`src/rtl/pipe_ctrl_pkg.sv`:
```
// Shared halt-FSM state encoding and hazard-priority encoding for pipe_ctrl.
package pipe_ctrl_pkg;

    localparam logic [1:0] ST_RUN    = 2'd0;
    localparam logic [1:0] ST_DRAIN  = 2'd1;
    localparam logic [1:0] ST_HALTED = 2'd2;

    // HZ_FETCH also covers every "register 0 takes a bubble" case (drain, halt accept).
    typedef enum logic [2:0] {
        HZ_NONE,
        HZ_FETCH,
        HZ_REDIRECT,
        HZ_LOAD_USE,
        HZ_DSTALL,
        HZ_FREEZE
    } hazard_t;

    function automatic hazard_t hz_pick(input logic dstall, input logic load_use,
                                        input logic redirect, input logic fetch_miss);
        if (dstall)          return HZ_DSTALL;
        else if (load_use)   return HZ_LOAD_USE;
        else if (redirect)   return HZ_REDIRECT;
        else if (fetch_miss) return HZ_FETCH;
        else                 return HZ_NONE;
    endfunction

endpackage

```
`src/rtl/pipe_perf_cnt.sv`:
```
// Free-running performance counters for pipe_ctrl; used only with PIPE_CTRL_PERF_EN.
module pipe_perf_cnt (
    input  logic        CLK,
    input  logic        nRST,
    input  logic        run,
    input  logic        stall,
    input  logic        bubble,
    output logic [31:0] cyc_cnt,
    output logic [31:0] stall_cnt,
    output logic [31:0] bubble_cnt
);

    always_ff @(posedge CLK or negedge nRST) begin
        if (!nRST) begin
            cyc_cnt    <= '0;
            stall_cnt  <= '0;
            bubble_cnt <= '0;
        end else if (run) begin
            cyc_cnt <= cyc_cnt + 32'd1;
            if (stall)  stall_cnt  <= stall_cnt + 32'd1;
            if (bubble) bubble_cnt <= bubble_cnt + 32'd1;
        end
    end

endmodule

```
`src/rtl/pipe_ctrl.sv`:
```
// Pipeline hazard/stall controller with halt-drain FSM.
// Optional performance counters are enabled by defining PIPE_CTRL_PERF_EN.
module pipe_ctrl
    import pipe_ctrl_pkg::*;
#(
    parameter int NSTAGES   = 5,
    parameter int MEM_STAGE = 3
) (
    input  logic               CLK,
    input  logic               nRST,
    input  logic               ihit,
    input  logic               dhit,
    input  logic               mem_req,
    input  logic               load_use,
    input  logic               redirect,
    input  logic               halt_req,
    output logic               pc_en,
    output logic               iren,
    output logic [NSTAGES-2:0] stage_en,
    output logic [NSTAGES-2:0] stage_vld,
    output logic               halted
`ifdef PIPE_CTRL_PERF_EN
    ,
    output logic [31:0]        cyc_cnt,
    output logic [31:0]        stall_cnt,
    output logic [31:0]        bubble_cnt
`endif
);

    localparam int NR = NSTAGES - 1;

    logic [1:0]    state, state_n;
    logic          dstall, halt_acc;
    hazard_t       hz;
    logic [NR-1:0] vld_n, prev_vld;

    assign dstall   = mem_req & ~dhit & stage_vld[MEM_STAGE-1];
    assign halt_acc = (state == ST_RUN) & halt_req & ~dstall & ~load_use;
    assign prev_vld = {stage_vld[NR-2:0], 1'b1};
    assign iren     = (state == ST_RUN) & ~dstall;
    assign halted   = (state == ST_HALTED);

    // An accepted halt stops fetch at once, so it also overrides a same-cycle redirect.
    always_comb begin
        hz    = HZ_FREEZE;
        pc_en = 1'b0;
        case (state)
            ST_RUN: begin
                hz    = halt_acc ? HZ_FETCH : hz_pick(dstall, load_use, redirect, ~ihit);
                pc_en = ~halt_acc & ((hz == HZ_NONE) | (hz == HZ_REDIRECT));
            end
            ST_DRAIN: hz = dstall ? HZ_DSTALL : HZ_FETCH;
            default:  hz = HZ_FREEZE;
        endcase
    end

    // Holding a register reloads its own vld; a bubble sets en with vld cleared.
    always_comb begin
        for (int k = 0; k < NR; k++) begin
            stage_en[k] = 1'b1;
            vld_n[k]    = prev_vld[k];
            case (hz)
                HZ_DSTALL: begin
                    if (k < MEM_STAGE) begin
                        stage_en[k] = 1'b0;
                        vld_n[k]    = stage_vld[k];
                    end else if (k == MEM_STAGE) begin
                        vld_n[k] = 1'b0;
                    end
                end
                HZ_LOAD_USE: begin
                    if (k == 0) begin
                        stage_en[k] = 1'b0;
                        vld_n[k]    = stage_vld[k];
                    end else if (k == 1) begin
                        vld_n[k] = 1'b0;
                    end
                end
                HZ_REDIRECT, HZ_FETCH: if (k == 0) vld_n[k] = 1'b0;
                HZ_FREEZE: begin
                    stage_en[k] = 1'b0;
                    vld_n[k]    = stage_vld[k];
                end
                default: ;
            endcase
        end
    end

    always_comb begin
        state_n = state;
        case (state)
            ST_RUN:   if (halt_acc) state_n = ST_DRAIN;
            ST_DRAIN: if (~|stage_vld) state_n = ST_HALTED;
            default:  state_n = ST_HALTED;
        endcase
    end

    always_ff @(posedge CLK or negedge nRST) begin
        if (!nRST) begin
            state     <= ST_RUN;
            stage_vld <= '0;
        end else begin
            state     <= state_n;
            stage_vld <= vld_n;
        end
    end

`ifdef PIPE_CTRL_PERF_EN
    pipe_perf_cnt u_perf (
        .CLK        (CLK),
        .nRST       (nRST),
        .run        (state != ST_HALTED),
        .stall      ((hz == HZ_DSTALL) | (hz == HZ_LOAD_USE)),
        .bubble     (stage_en[NR-1] & ~vld_n[NR-1]),
        .cyc_cnt    (cyc_cnt),
        .stall_cnt  (stall_cnt),
        .bubble_cnt (bubble_cnt)
    );
`endif

endmodule

```
`config.mk`:
```
export PLATFORM = sky130hd
export DESIGN_NAME = pipe_ctrl
export DESIGN_NICKNAME = d
export VERILOG_FILES = /design/src/rtl/pipe_ctrl_pkg.sv /design/src/rtl/pipe_perf_cnt.sv /design/src/rtl/pipe_ctrl.sv
export SDC_FILE = /design/constraint.sdc
export NUM_CORES = 1
export LEC_CHECK = 0
export ABC_AREA = 0
export BUFFER_PORTS_ARGS = -buffer_cell sky130_fd_sc_hd__buf_2
export CORE_AREA = 4 4 41 43
export CTS_CLUSTER_DIAMETER = 120
export DETAILED_ROUTE_END_ITERATION = 8
export DIE_AREA = 0 0 45 47
export PLACE_DENSITY = 0.59
export SYNTH_ARGS = -nofsm -noshare
export SYNTH_HDL_FRONTEND = slang
export SYNTH_HIERARCHICAL = 1
export SYNTH_SLANG_ARGS = --single-unit
export TNS_END_PERCENT = 1
```
`constraint.sdc`:
```
create_clock -name CLK -period 2 [get_ports CLK]
set_input_delay 0.1 -clock CLK [delete_from_list [all_inputs] [get_ports CLK]]
set_output_delay 0.1 -clock CLK [all_outputs]
set_load 0.03 [all_outputs]
```
Word level (Yosys, flattened, before mapping)
Cells that the tools add are included.
{"block": "totals", "reg_bits": 6, "wordCells": 52, "input_bits": 8}
{"block": "classes", "n_bitwise": 12, "eq_ne": 10, "muxes": 18, "reduce_logical": 7}
{"cell": "$mux 3", "count": 4}
{"cell": "$eq 3x2->1 const B", "count": 3}
{"cell": "$mux 2", "count": 4}
{"cell": "$and 1x1->1", "count": 7}
{"cell": "$eq 3x3->1 const B", "count": 2}
{"cell": "$pmux 1 s2", "count": 3}
{"cell": "$pmux 3 s2", "count": 1}
{"cell": "$mux 1", "count": 5}
{"cell": "$ne 2x2->1 const B", "count": 2}
{"cell": "$not 1->1", "count": 4}
{"cell": "$pmux 2 s2", "count": 1}
{"cell": "$reduce_or 2->1", "count": 2}
{"cell": "$reduce_or 4->1", "count": 1}
{"cell": "$eq 3x1->1 const B", "count": 1}
{"cell": "$logic_not 3->1", "count": 1}
{"cell": "$reduce_or 3->1", "count": 1}
{"cell": "$eq 2x1->1 const B", "count": 1}
{"cell": "$eq 2x2->1 const B", "count": 1}
{"cell": "$logic_not 2->1", "count": 1}
{"cell": "$reduce_and 2->1", "count": 1}
{"cell": "$or 1x1->1", "count": 1}

Logic depth before layout (Yosys ltp)
{"block": "logic_depth", "ltp_word": 11, "mapped_depth": 4, "ltp_nobuf": 4}

Worst setup path after synthesis
No wires, ideal clock.
{"block": "synth_timing", "path_kind": "reg-to-reg", "from": "reg stage_vld[2]", "to": "reg stage_vld[0]", "setup_time_ns": 0.147, "required_time_ns": 1.853, "slack_ns": 0.499, "t_arrival_ns": 1.354, "stages_incl_launch_ff": 4, "path_cell_list": "dfrtp_1 -> and3b_1 -> nor3_2 -> o21ai_0"}
{"block": "synth_between", "elab_chain_len": 9}
{"element": "start: declaration", "line": "pipe_ctrl.sv:20", "source": "output logic [NSTAGES-2:0] stage_vld,"}
{"element": "start signal: assignment", "line": "pipe_ctrl.sv:104", "source": "stage_vld <= vld_n;"}
{"element": "$and 1x1->1 (*)", "line": "pipe_ctrl.sv:37", "source": "assign dstall = mem_req & ~dhit & stage_vld[MEM_STAGE-1];"}
{"element": "$not 1->1", "line": "pipe_ctrl.sv:38", "source": "assign halt_acc = (state == ST_RUN) & halt_req & ~dstall & ~load_use;"}
{"element": "$and 1x1->1 (2 in series)", "line": "pipe_ctrl.sv:38"}
{"element": "$mux 3", "line": "pipe_ctrl.sv:49", "source": "hz = halt_acc ? HZ_FETCH : hz_pick(dstall, load_use, redirect, ~ihit);"}
{"element": "$pmux 3 s2 (*)", "line": "pipe_ctrl.sv:47", "source": "case (state)"}
{"element": "$eq 3x3->1 (tied with other cells)", "line": "pipe_ctrl.sv:62", "source": "case (hz)"}
{"element": "$reduce_or 3->1 (no source line) / $reduce_or 2->1 (equally long branches)"}
{"element": "$pmux 1 s2", "line": "pipe_ctrl.sv:62"}
Mark *: on every way between the ends. The rest lies on a longest branch, timed or not. The select of a mux whose other input is x is not followed.
A chain may end at the register's enable or synchronous reset.

Worst setup path in the final report
{"block": "layout_timing", "from": "reg state[0]", "to": "out pc_en"}
{"block": "layout_between", "elab_chain_len": 9}
{"element": "start: declaration", "line": "pipe_ctrl.sv:32", "source": "logic [1:0] state, state_n;"}
{"element": "start signal: assignment", "line": "pipe_ctrl.sv:103", "source": "state <= state_n;"}
{"element": "$logic_not 2->1 (*)", "line": "pipe_ctrl.sv:38, pipe_ctrl.sv:47"}
{"element": "$and 1x1->1 (3 in series)", "line": "pipe_ctrl.sv:38"}
{"element": "$mux 3", "line": "pipe_ctrl.sv:49"}
{"element": "$eq 3x2->1 / $logic_not 3->1 (equally long branches)", "line": "pipe_ctrl.sv:50", "source": "pc_en = ~halt_acc & ((hz == HZ_NONE) | (hz == HZ_REDIRECT));"}
{"element": "$or 1x1->1", "line": "pipe_ctrl.sv:50"}
{"element": "$and 1x1->1", "line": "pipe_ctrl.sv:50"}
{"element": "$mux 1 (*)", "line": "pipe_ctrl.sv:47"}
{"element": "end: declaration", "line": "pipe_ctrl.sv:17", "source": "output logic pc_en,"}
Mark *: on every way between the ends. The rest lies on a longest branch, timed or not.

==> out/metrics.yaml <==
status: "completed"
reg2regPathDepth: 4
setup_viol: 0
clk_root_buffer_cell: "clkbuf_4"
place_inst: 66
critPathMaxFanout: 7
die_w_um: 45
place_area_sq_um: 424
ys_ff_latch: 6
cap_violations: 0
max_freq_ghz: 0.644
final_common_cell: "buf_2"
cts_resized: 0
clock-sinks: 6
hp-start: "halt_req"
finalSetupTns_ns: 0
drc: 0
wl_met3_um: 87
cts.path.max_buffers: 2
routed.top_layer: "met3"
antenna_cells: 0
cts_hold_buf: 1
start_kind: "register"
final_net_count: 65
grt.total_usage: 0.103
skew_ns: 0.00125
row_count: 13
dp_slack_ns: 0.690
cts_setup_buffers: 0
vias_per_cell: 4.66
yosysWarnings: 6
synth_nets: 42
drv_slew: 0
grt_overflow_total: 0
cp_cell_sequence: "nor4_1 -> o211a_1 -> buf_2"
cts.clk_slew.worst_paths_ns: 0.04
htree_levels: 1
antenna_found_initial: 0
dr.pass1.iters: 2
rsz0062_at_grt: "false"
initial_core_util: 0.248
r2r-start: "stage_vld[2]"
finalPower_mw: 0.717
die-area_sq_um: 2120
crit_type: "register to output pin"
power.density_nw_per_um2: 1570
slew_headroom: 0.766
post-route-cell-area_sq_um: 457
syn_to_final_growth_pct: 41.5
clk_latency_ns: 0.24
routed_wl_um: 839
holdPathStages: 3
tightest_slew_ns: 0.348
end_kind: "output pin"
tritoncts: "yes"
hold_end: "state[0]"
yosysSeqAreaShare: 0.465
period_share: 0.776
core-area_sq_um: 1300
leakage_nw: 0.256
fin_cells: 70
syn_area_sq_um: 323
place_congestion: 0.726
critPathMaxStageDelay_ns: 0.44
hpwl_um: 678
crit_slowest_cell: "dfrtp_1"
avgSynthCellArea_sq_um: 9.49
wl_met1_um: 408
ant_nets: 0
r2r_end: "stage_vld[2]"
synth_cell_types: 20
arrival_ns: 1.45
port_buffers: 18
hold_viol_final: 0
cts_buffers: 3
grt_max_degree: 8
final_cell_mix: "buf_2 (18), dfrtp_1 (6), nand2_1 (4)"
synthCells: 34
drive_gt1_frac: 0.491
cp.required_ns: 1.90
min_path_type: "primary input to register"
wl_met2_um: 342
grt_first_pass_wirelength_mm: 1.52
drtIter0Drc: 4
grt_pass1_vias: 371
io-pin-count: 19
die_h_um: 47
setup_slack_ns: 0.448
fin_crit_ns: 1.55
wl_per_cell_um: 12.0
routed-via-count: 326
rrSetupSlack_ns: 0.82
irDropWorstVdd_uv: 674
## final cells by class
| class | instances | area [sq um] |
|---|---|---|
| Clock buffer | 3 | 22.5 |
| Multi-Input combinational cell | 24 | 154 |
| Sequential cell | 6 | 150 |
| Inverter | 3 | 11.3 |
| Timing Repair Buffer | 19 | 100 |
| Fill cell | 146 | 845 |
| Tap cell | 15 | 18.8 |
## how the worst max path moves through the flow
stage	slack [ns]	cells past startpoint	startpoint	end
after floorplan	0.50	3	stage_vld[2]	stage_vld[0]
after global placement	0.72	3	state[1]	pc_en
after detailed placement	0.69	3	state[1]	pc_en
after CTS	0.43	3	state[1]	pc_en
after global routing	0.34	3	state[1]	pc_en
final	0.45	3	state[0]	pc_en
## routing by layer
| metal | vias up | GRT usage |
|---|---|---|
| met3 | 0 | 0.0498 |
| met2 | 18 | 0.136 |
| li1 | 160 | - |
| met5 | - | 0 |
| met4 | 0 | 0.0526 |
| met1 | 148 | 0.138 |
## registers in the layout, summed over array words and instances, names as in the netlist
register	cells
stage_vld	4
state	2
## critical path: cells and delay by family, from the launching register on
kind	cells	cell delay (ns)
AO/OA/AOI/OAI	1	0.20
buffers and inverters	1	0.19
AND/OR/NAND/NOR	1	0.39
flip-flops	1	0.44
## power by group
part           leakage [nW]  total, mW  switching, mW  internal, mW
sequential           0.0781      0.224         0.0582         0.166
combinational         0.164      0.381          0.258         0.123
clock                0.0138      0.113         0.0448        0.0680
## cell families (layout without fill, tap and decap cells)
kind of cell | after synthesis | count (layout) | share of synthesized area
multiplexers | 1 | 1 | 0.0465
buffers and inverters | 4 | 25 | 0.0581
AO/OA/AOI/OAI | 6 | 6 | 0.116
flip-flops | 6 | 6 | 0.465
AND/OR/NAND/NOR | 17 | 17 | 0.314
## synth_stat cells (all sizes together)
library cell	n	share of area
inv	3	0.035
o31ai	1	0.023
nor2	3	0.035
nand3b	1	0.035
mux2	1	0.046
nand4b	1	0.027
nor4	2	0.039
nor2b	1	0.019
a21oi	1	0.015
buf	1	0.023
nand2	5	0.066
o211a	1	0.031
o21ai	3	0.046
nor3	1	0.031
nand2b	1	0.019
dfrtp	6	0.47
and3b	1	0.027
nand3	1	0.015
## per-stage QoR
step,util,hold WS (ns)
after floorplan,-,-0.196
after global placement,0.326,-0.0695
after detailed placement,0.326,-0.0692
after CTS,0.351,0.127
after global routing,0.351,0.137
final,0.351,0.122
No activity file was read; power rests on OpenSTA's default activity.
